File: config.mk
export PLATFORM = sky130hd
export DESIGN_NAME = ad5681r_dac_ctrl
export DESIGN_NICKNAME = d
export VERILOG_FILES = /design/src/rtl/ad5681r_dac_ctrl.sv
export SDC_FILE = /design/constraint.sdc
export NUM_CORES = 1
export LEC_CHECK = 0
export CORE_MARGIN = 2
export CORE_UTILIZATION = 40
export CTS_BUF_LIST = sky130_fd_sc_hd__clkbuf_16
export DETAILED_ROUTE_END_ITERATION = 10
export GPL_ROUTABILITY_DRIVEN = 0
export PLACE_DENSITY = 0.66
export SLEW_MARGIN = 25
export SYNTH_ARGS = -nofsm -noshare
export SYNTH_HDL_FRONTEND = slang
export SYNTH_SLANG_ARGS = --single-unit
File: constraint.sdc
create_clock -name SYS_CLK -period 4 [get_ports SYS_CLK]
set_clock_uncertainty 0.05 [all_clocks]
set_input_delay 0.4 -clock SYS_CLK [delete_from_list [all_inputs] [get_ports SYS_CLK]]
set_output_delay 0.4 -clock SYS_CLK [all_outputs]
set_load 0.02 [all_outputs]
File: src/rtl/ad5681r_dac_ctrl.sv
// AD5681R 12-bit DAC sequencer: power-up RSTn sequence, then one 24-bit SPI frame
// or one hardware LDACn pulse per accepted command. Every pin output is registered.
module ad5681r_dac_ctrl #(
  parameter int CLK_DIV     = 2,
  parameter int RST_CYCLES  = 50,
  parameter int RST_WAIT    = 50,
  parameter int LDAC_CYCLES = 2,
  parameter int SYNC_HIGH   = 4
) (
  input  logic        SYS_CLK,
  input  logic        RESETn,
  input  logic        cmd_valid,
  output logic        cmd_ready,
  input  logic [1:0]  cmd_op,
  input  logic [11:0] cmd_data,
  output logic        busy,
  output logic        done,
  output logic        init_done,
  output logic        AD5681R_SYNCn,
  output logic        AD5681R_SCL,
  output logic        AD5681R_SDA,
  output logic        AD5681R_LDACn,
  output logic        AD5681R_RSTn
);

  typedef enum logic [2:0] {
    S_RST_HOLD,
    S_RST_WAIT,
    S_IDLE,
    S_SHIFT,
    S_LDAC,
    S_GAP
  } state_t;

  localparam logic [15:0] DIV_M1     = 16'(CLK_DIV - 1);
  localparam logic [15:0] RC_M1      = 16'(RST_CYCLES - 1);
  localparam logic [15:0] RW_M1      = 16'(RST_WAIT - 1);
  localparam logic [15:0] LC_M1      = 16'(LDAC_CYCLES - 1);
  localparam logic [15:0] SH_LAST    = 16'(SYNC_HIGH);
  localparam logic [15:0] SH_M1      = 16'(SYNC_HIGH - 1);
  localparam logic [5:0]  LAST_PHASE = 6'd47;

  function automatic logic [23:0] build_frame(input logic [1:0] op, input logic [11:0] data);
    logic [3:0] nibble;
    case (op)
      2'd0:    nibble = 4'h3;
      2'd1:    nibble = 4'h1;
      default: nibble = 4'h2;
    endcase
    return {nibble, (op == 2'd2) ? 12'h000 : data, 8'h00};
  endfunction

  state_t      state_q, state_d;
  logic [15:0] cnt_q, cnt_d;       // generic dwell counter; SCL half-period counter in SHIFT
  logic [5:0]  phase_q, phase_d;   // SCL half-period index 0..47 within a frame
  logic [22:0] shreg_q, shreg_d;   // frame bits still to be presented on SDA
  logic [23:0] frame;
  logic        sync_d, scl_d, sda_d, ldac_d, rstn_d;
  logic        ready_d, busy_d, done_d, init_d;

  assign frame = build_frame(cmd_op, cmd_data);

  always_comb begin
    // NOTE: every signal gets a default before the case so no path leaves it unassigned (no latch).
    state_d = state_q;
    cnt_d   = cnt_q;
    phase_d = phase_q;
    shreg_d = shreg_q;
    sync_d  = AD5681R_SYNCn;
    scl_d   = AD5681R_SCL;
    sda_d   = AD5681R_SDA;
    ldac_d  = AD5681R_LDACn;
    rstn_d  = AD5681R_RSTn;
    ready_d = cmd_ready;
    busy_d  = busy;
    done_d  = 1'b0;
    init_d  = init_done;

    case (state_q)
      S_RST_HOLD: begin
        if (cnt_q == RC_M1) begin
          state_d = S_RST_WAIT;
          cnt_d   = '0;
          rstn_d  = 1'b1;
        end else begin
          cnt_d = cnt_q + 16'd1;
        end
      end

      S_RST_WAIT: begin
        if (cnt_q == RW_M1) begin
          state_d = S_IDLE;
          cnt_d   = '0;
          init_d  = 1'b1;
          ready_d = 1'b1;
          busy_d  = 1'b0;
        end else begin
          cnt_d = cnt_q + 16'd1;
        end
      end

      S_IDLE: begin
        if (cmd_valid && cmd_ready) begin
          ready_d = 1'b0;
          busy_d  = 1'b1;
          cnt_d   = '0;
          if (cmd_op == 2'd3) begin
            state_d = S_LDAC;
            ldac_d  = 1'b0;
          end else begin
            state_d = S_SHIFT;
            phase_d = '0;
            sync_d  = 1'b0;
            scl_d   = 1'b1;
            sda_d   = frame[23];
            shreg_d = frame[22:0];
          end
        end
      end

      S_SHIFT: begin
        if (cnt_q == DIV_M1) begin
          cnt_d   = '0;
          phase_d = phase_q + 6'd1;
          if (phase_q == LAST_PHASE) begin
            state_d = S_GAP;
            sync_d  = 1'b1;
            scl_d   = 1'b1;
            sda_d   = 1'b0;
          end else if (!phase_q[0]) begin
            scl_d = 1'b0;  // falling edge: DAC samples, SDA must hold
          end else begin
            scl_d   = 1'b1;
            sda_d   = shreg_q[22];
            shreg_d = {shreg_q[21:0], 1'b0};
          end
        end else begin
          cnt_d = cnt_q + 16'd1;
        end
      end

      S_LDAC: begin
        if (cnt_q == LC_M1) begin
          state_d = S_GAP;
          cnt_d   = '0;
          ldac_d  = 1'b1;
        end else begin
          cnt_d = cnt_q + 16'd1;
        end
      end

      // GAP spans SYNC_HIGH+1 cycles so done lands op_length+SYNC_HIGH+1 cycles after acceptance.
      S_GAP: begin
        if (cnt_q == SH_LAST) begin
          state_d = S_IDLE;
          cnt_d   = '0;
          ready_d = 1'b1;
          busy_d  = 1'b0;
        end else begin
          cnt_d  = cnt_q + 16'd1;
          done_d = (cnt_q == SH_M1);
        end
      end

      default: state_d = S_RST_HOLD;
    endcase
  end

  always_ff @(posedge SYS_CLK or negedge RESETn) begin
    if (!RESETn) begin
      state_q       <= S_RST_HOLD;
      cnt_q         <= '0;
      phase_q       <= '0;
      shreg_q       <= '0;
      AD5681R_SYNCn <= 1'b1;
      AD5681R_SCL   <= 1'b1;
      AD5681R_SDA   <= 1'b0;
      AD5681R_LDACn <= 1'b1;
      AD5681R_RSTn  <= 1'b0;
      cmd_ready     <= 1'b0;
      busy          <= 1'b1;
      done          <= 1'b0;
      init_done     <= 1'b0;
    end else begin
      // NOTE: non-blocking assignments so every register samples pre-edge values together.
      state_q       <= state_d;
      cnt_q         <= cnt_d;
      phase_q       <= phase_d;
      shreg_q       <= shreg_d;
      AD5681R_SYNCn <= sync_d;
      AD5681R_SCL   <= scl_d;
      AD5681R_SDA   <= sda_d;
      AD5681R_LDACn <= ldac_d;
      AD5681R_RSTn  <= rstn_d;
      cmd_ready     <= ready_d;
      busy          <= busy_d;
      done          <= done_d;
      init_done     <= init_d;
    end
  end

endmodule
Word level (Yosys, flattened, before mapping) --
Cells that the tools add are included.
Storage, ports and cells: register bits after elaboration 57, input port bits 17, logic and storage cells 116
Cells by class: add/subtract/negate cells 2, equality and inequality tests 25, multiplexer cells 57, reductions and logical operators 19
Operators by type and width (number):
- 2-to-1 mux 23 bit | 5
- 2-to-1 mux 16 bit | 4
- one-hot mux 16 bit (4 select lines) | 1
- one-hot mux 23 bit (2 select lines) | 1
- 2-to-1 mux 1 bit | 25
- 2-to-1 mux 3 bit | 8
- inequality test 2 bit, second input constant | 11
- 2-to-1 mux 6 bit | 3
- one-hot mux 3 bit (6 select lines) | 1
- adder 16 x 1 -> 16 bit, second input constant | 1
- == test 16 x 1 -> 1 bit, second input constant | 1
- == test 16 x 2 -> 1 bit, second input constant | 1
- == test 16 x 3 -> 1 bit, second input constant | 1
- == test 16 x 6 -> 1 bit, second input constant | 1
- 2-to-1 mux 12 bit | 1
- one-hot mux 6 bit (2 select lines) | 1
- AND reduction 4 bit | 3
- AND reduction 5 bit | 2
- one-hot mux 1 bit (2 select lines) | 4
- AND reduction 7 bit | 1
- adder 6 x 1 -> 6 bit, second input constant | 1
- == test 3 x 2 -> 1 bit, second input constant | 2
- == test 3 bit, second input constant | 2
- == test 6 bit, second input constant | 1
- 15 further kinds | 21

Longest topological paths before layout --
depth in word-level cells 5, depth in mapped cells 9, gate-level depth less buffers 7

Worst setup path before layout --
OpenSTA, ideal clock, no wires.
path type flip-flop to flip-flop, start register cnt_q[3], end register state_q[0], arrival 2.099 ns, required time 3.827 ns, setup slack 1.728 ns, cell stages (with the launch flop) 6, path through dfrtp_1 -> or4_4 -> nor4_1 -> o22ai_2 -> or2_1 -> o221a_1
On the way: longest elaborated chain between the ends 3, elaborated cells between the ends (all ways) 9, classes of those cells eq/ne (8); reduce/logical (1)
RTL lines:
- start: declaration | line 54 | logic [15:0] cnt_q, cnt_d;
- start signal: assignment | line 187 | cnt_q <= cnt_d;
- == test 16 x 6 -> 1 bit, or another cell as far along | line 81, 91
- inequality test 2 bit (no source line)
- AND reduction 7 bit (no source line) (*)
- end signal: assignment | line 186 | state_q <= state_d;
- end: declaration | line 53 | state_t state_q, state_d;
Every way passes the cells marked *; elsewhere a longest branch is shown, timed or not. A chain may end at the register's enable or synchronous reset.

Worst setup path after layout --
start register state_q[2], end register shreg_q[20]
On the way: longest elaborated chain between the ends 3, elaborated cells between the ends (all ways) 10, classes of those cells eq/ne (7); mux (1); reduce/logical (2)
RTL lines:
- == test 3 x 2 -> 1 bit | line 79 | case (state_q)
- inequality test 2 bit (no source line) or nonzero test 2 bit (tied branches)
- AND reduction 6 bit (no source line)
- end signal: assignment | line 189 | shreg_q <= shreg_d;
- end: declaration | line 56 | logic [22:0] shreg_q, shreg_d;
Parallel ways exist; a longest one is shown, timed or not.

==> results.txt <==
----------------------------------------------------
[Status]
  Status ... completed

[Job]
  Max_cap viols ... 0

[Power and ir drop]
  Worst IR Drop VDD ... 0.000133 V
  Proportion of total power due to net switching ... 22.2%
  Leakage power ... 1.31 nW
  Power consumption ... 0.000962 W
  Pwr per Cell Area ... 303 mW/mm2
  P_int ... 0.000749 W
  Relative contribution of the clock network to total power ... 44.9%
  Sequential cell fraction of total power ... 51.5%
  Combinational group share of total power ... 3.7%
  Net switching power ... 0.000213 W

[Clocking]
  Number of resized instances in the post-cts repair step ... 0
  Number of buffers added by the clock tree synthesis step ... 5
  Worst-Skew Late Latency ... 0.29 ns
  TritonCTS sink count ... 49
  Buffer count from post-CTS setup fixing ... 0
  Clock tree root buffer cell ... sky130_fd_sc_hd__clkbuf_16
  Clock Tree Buf Depth ... 2
  Clock slew at the register clock pins of the worst setup and hold paths ... 0.07 ns
  Count of hold-fix buffers inserted at cts ... 0
  H-tree levels ... 2
  Clock tree from TritonCTS ... built

[Die]
  Die height ... 86.8 um
  Count of standard-cell rows ... 30
  Core Area ... 0.00672 mm2
  Chip Width ... 86.8 um
  Die area ... 0.00754 mm2
  Initial Utilization ... 40.8%
  I/O pin cnt ... 26

[STA]
  Tightest Pin Transition ... 0.921 ns
  Setup-failing EPs final ... 0
  Clock period minus final worst setup slack ... 2.90 ns
  Final hold violation count ... 0
  Total Neg Setup Slack ... 0 ns
  Unrepaired setup endpoints after global routing ... false
  Period Utilization, post-route ... 72.4%
  Maximum achievable frequency ... 345 MHz
  Headroom to the max-slew limit ... 38.6%
  Slew Limit Fails ... 0

[GRT]
  Largest net degree at the start of global routing ... 50
  Via count of the first global-routing pass ... 2197
  Global-route wire length before repair ... 10.2 mm
  Antenna violations before repair ... 0
  Sum of overflow across all layers after global routing ... 0
  GRT Util Overall ... 16.7%

[Synth]
  Top flip-flop cell by instance count after synthesis ... sky130_fd_sc_hd__dfrtp_1
  Synthesized netlist net count ... 319
  Yosys warns ... 0
  Cells after Synth ... 298
  Cell Area, Synth ... 0.00274 mm2
  Fraction of the yosys area taken by sequential cells ... 44.9%
  Ranking of synthesized cells by area ... sky130_fd_sc_hd__dfrtp_1 41%, sky130_fd_sc_hd__a21oi_1 6.0%, sky130_fd_sc_hd__nand2_1 4.8%
  Top cell type by total area after synthesis ... sky130_fd_sc_hd__dfrtp_1
  Most frequent cell after synthesis ... sky130_fd_sc_hd__dfrtp_1
  Most used standard cells in the synthesized netlist ... 45 x sky130_fd_sc_hd__dfrtp_1, 35 x sky130_fd_sc_hd__nand2_1, 33 x sky130_fd_sc_hd__a21oi_1
  Share of the synthesized area in the top cell type ... 41.1%
  Post-synthesis average cell area ... 9.20 um2
  Seq cells post-synth ... 49
  Distinct cell type count after synthesis ... 57
  Share of async-settable or async-resettable flops after synthesis ... 100%
  Number of flops mapped to enable cells by yosys ... 0

[Worst setup path]
  Highest fanout seen on the critical path ... 25
  End of the worst register-to-register path ... shreg_q[20]
  CP arrival ... 3.02 ns
  Cell mode on critical path ... sky130_fd_sc_hd__nand2_1
  Endpoint required time on the critical path ... 4.12 ns
  CP max stage cell ... sky130_fd_sc_hd__and3b_1
  Top cell family by delay on the critical path ... simple AND/OR/NAND/NOR gates
  Ordered list of cells on the worst path ... and3b_1 > nand2_1 > nand2_1 > mux2_2
  Worst path max stage delay ... 0.84 ns
  CP startpoint kind ... flop
  Count of buffer and inverter cells on the critical path ... 0
  Cell count of the worst reg-to-reg path ... 4
  Crit path capture type ... flop
  CP Class ... reg -> reg
  Start of the worst register-to-register path ... state_q[2]
  Reg-to-reg slack, setup ... 1.10 ns

[Placement]
  HPWL reported at the end of detailed placement ... 4.09 mm
  Count of buffers inserted at the top-level ports ... 25

[Route]
  Number of violations reported at the end of detailed-routing iteration 0 ... 111
  Average wire length per cell after detail routing ... 15.3 um
  DR DRC count ... 0
  First-pass iteration count of the detailed router ... 4
  Average via count per standard cell ... 5.81
  Vias after detailed routing ... 2288
  Final ANT Viol Nets ... 0
  Overall routed net length ... 6.05 mm

[Layout]
  Share of cells above drive strength 1 ... 8.60%
  Number of nets in the finished design ... 334
  Area Growth Syn to Fin ... 15.9%
  # diodes ... 0

[Hold path]
  Class of the worst hold path ... in -> async

----------------------------------------------------
==> registers in the layout, indices dropped and copies added, names as in the netlist <==
| name | count |
|---|---|
| AD5681R_LDACn | 1 |
| AD5681R_RSTn | 1 |
| AD5681R_SCL | 1 |
| AD5681R_SDA | 1 |
| AD5681R_SYNCn | 1 |
| busy | 1 |
| cmd_ready | 1 |
| cnt_q | 16 |
| done | 1 |
| init_done | 1 |
| phase_q | 6 |
| shreg_q | 15 |
| state_q | 3 |
==> cell usage in the layout (no fill, tap or decap), types with 2 or more instances in the layout <==
cell type	netlist	routed
sky130_fd_sc_hd__xnor2_1	7	7
sky130_fd_sc_hd__nand2_1	35	35
sky130_fd_sc_hd__dfrtp_1	45	45
sky130_fd_sc_hd__nor4_1	6	6
sky130_fd_sc_hd__a31oi_1	11	11
sky130_fd_sc_hd__clkbuf_16	0	5
sky130_fd_sc_hd__nor4_2	2	2
sky130_fd_sc_hd__a21o_1	4	4
sky130_fd_sc_hd__mux2i_1	2	2
sky130_fd_sc_hd__ha_1	4	4
sky130_fd_sc_hd__nor2_1	10	10
sky130_fd_sc_hd__nand4_1	7	7
sky130_fd_sc_hd__and2_1	3	3
sky130_fd_sc_hd__nor3b_1	2	2
sky130_fd_sc_hd__nor3_1	10	10
sky130_fd_sc_hd__xor2_1	5	5
sky130_fd_sc_hd__a21oi_1	33	33
sky130_fd_sc_hd__or4_4	2	2
sky130_fd_sc_hd__o21a_1	2	2
sky130_fd_sc_hd__mux2_2	2	2
sky130_fd_sc_hd__o21ai_0	14	14
sky130_fd_sc_hd__clkdlybuf4s50_1	0	24
sky130_fd_sc_hd__and3_1	6	6
sky130_fd_sc_hd__and4_1	2	2
sky130_fd_sc_hd__nand3_1	3	3
sky130_fd_sc_hd__o31ai_1	3	3
sky130_fd_sc_hd__nand2b_1	4	4
sky130_fd_sc_hd__o211ai_1	5	5
sky130_fd_sc_hd__or3_1	3	3
sky130_fd_sc_hd__dfstp_2	4	4
sky130_fd_sc_hd__a22oi_1	11	11
sky130_fd_sc_hd__buf_4	2	4
sky130_fd_sc_hd__clkinvlp_4	0	2
sky130_fd_sc_hd__inv_1	7	7
==> worst max-delay path by stage <==
stage	from	to	slack [ns]	cells past startpoint
after floorplan	cnt_q[3]	state_q[0]	1.73	5
after global placement	state_q[2]	shreg_q[20]	1.21	4
after detailed placement	state_q[2]	shreg_q[20]	1.18	4
after CTS	state_q[2]	shreg_q[20]	1.13	4
after global routing	state_q[2]	shreg_q[20]	0.88	4
final	state_q[2]	shreg_q[20]	1.10	4
==> routing by layer <==
| layer | wire length (um) | GRT usage [%] |
|---|---|---|
| met3 | 181 | 3.24 |
| met2 | 2890 | 27.9 |
| met4 | 34 | 4.26 |
| met5 | 0 | 0 |
| met1 | 2940 | 22.3 |
==> cells by family after synthesis <==
| group | after synthesis | share of synthesized area [%] |
|---|---|---|
| fa+ha+maj | 4 | 1.82 |
| compound gates | 96 | 22.0 |
| mux | 4 | 1.55 |
| flops | 49 | 44.9 |
| simple gates | 105 | 21.6 |
| xor+xnor | 12 | 3.83 |
| buf+inv | 28 | 4.24 |
==> power groups by stage <==
stage | sequential, W | combinational [W] | clock, W
finish | 0.000495 | 0.0000352 | 0.000431
global route | 0.000495 | 0.0000394 | 0.000466
CTS | 0.000495 | 0.0000364 | 0.000446
detailed placement | 0.000505 | 0.0000362 | 0
global placement | 0.000505 | 0.0000354 | 0
floorplan | 0.000505 | 0.00000762 | 0
==> worst register-to-register path: cells and delay by family (launching register included) <==
family / cells / cell delay, ns
and+or+nand+nor: 3 / 1.85
DFF: 1 / 0.53
muxes: 1 / 0.36
==> per-stage QoR <==
stage	cells	setup WS [ns]	instance area (um2)	utilization (%)	hold WS, ns
after global placement	386	1.21	3020	45.0	0.392
after detailed placement	386	1.18	3030	45.0	0.399
after global routing	394	0.883	3180	47.3	0.124
final	394	1.10	3180	47.3	0.0771
after CTS	394	1.13	3180	47.3	0.106
after floorplan	298	1.73	2740	-	0.0544
==> layout make-up <==
class,instances,area (um2)
fill,630,3540
sequential,49,1230
multi-input combinational,221,1400
tap,80,100
inverter,8,30.0
timing repair buffer,28,270
clock inverter,3,26.3
clock buffer,5,125
No activity file was read; power rests on OpenSTA's default activity.
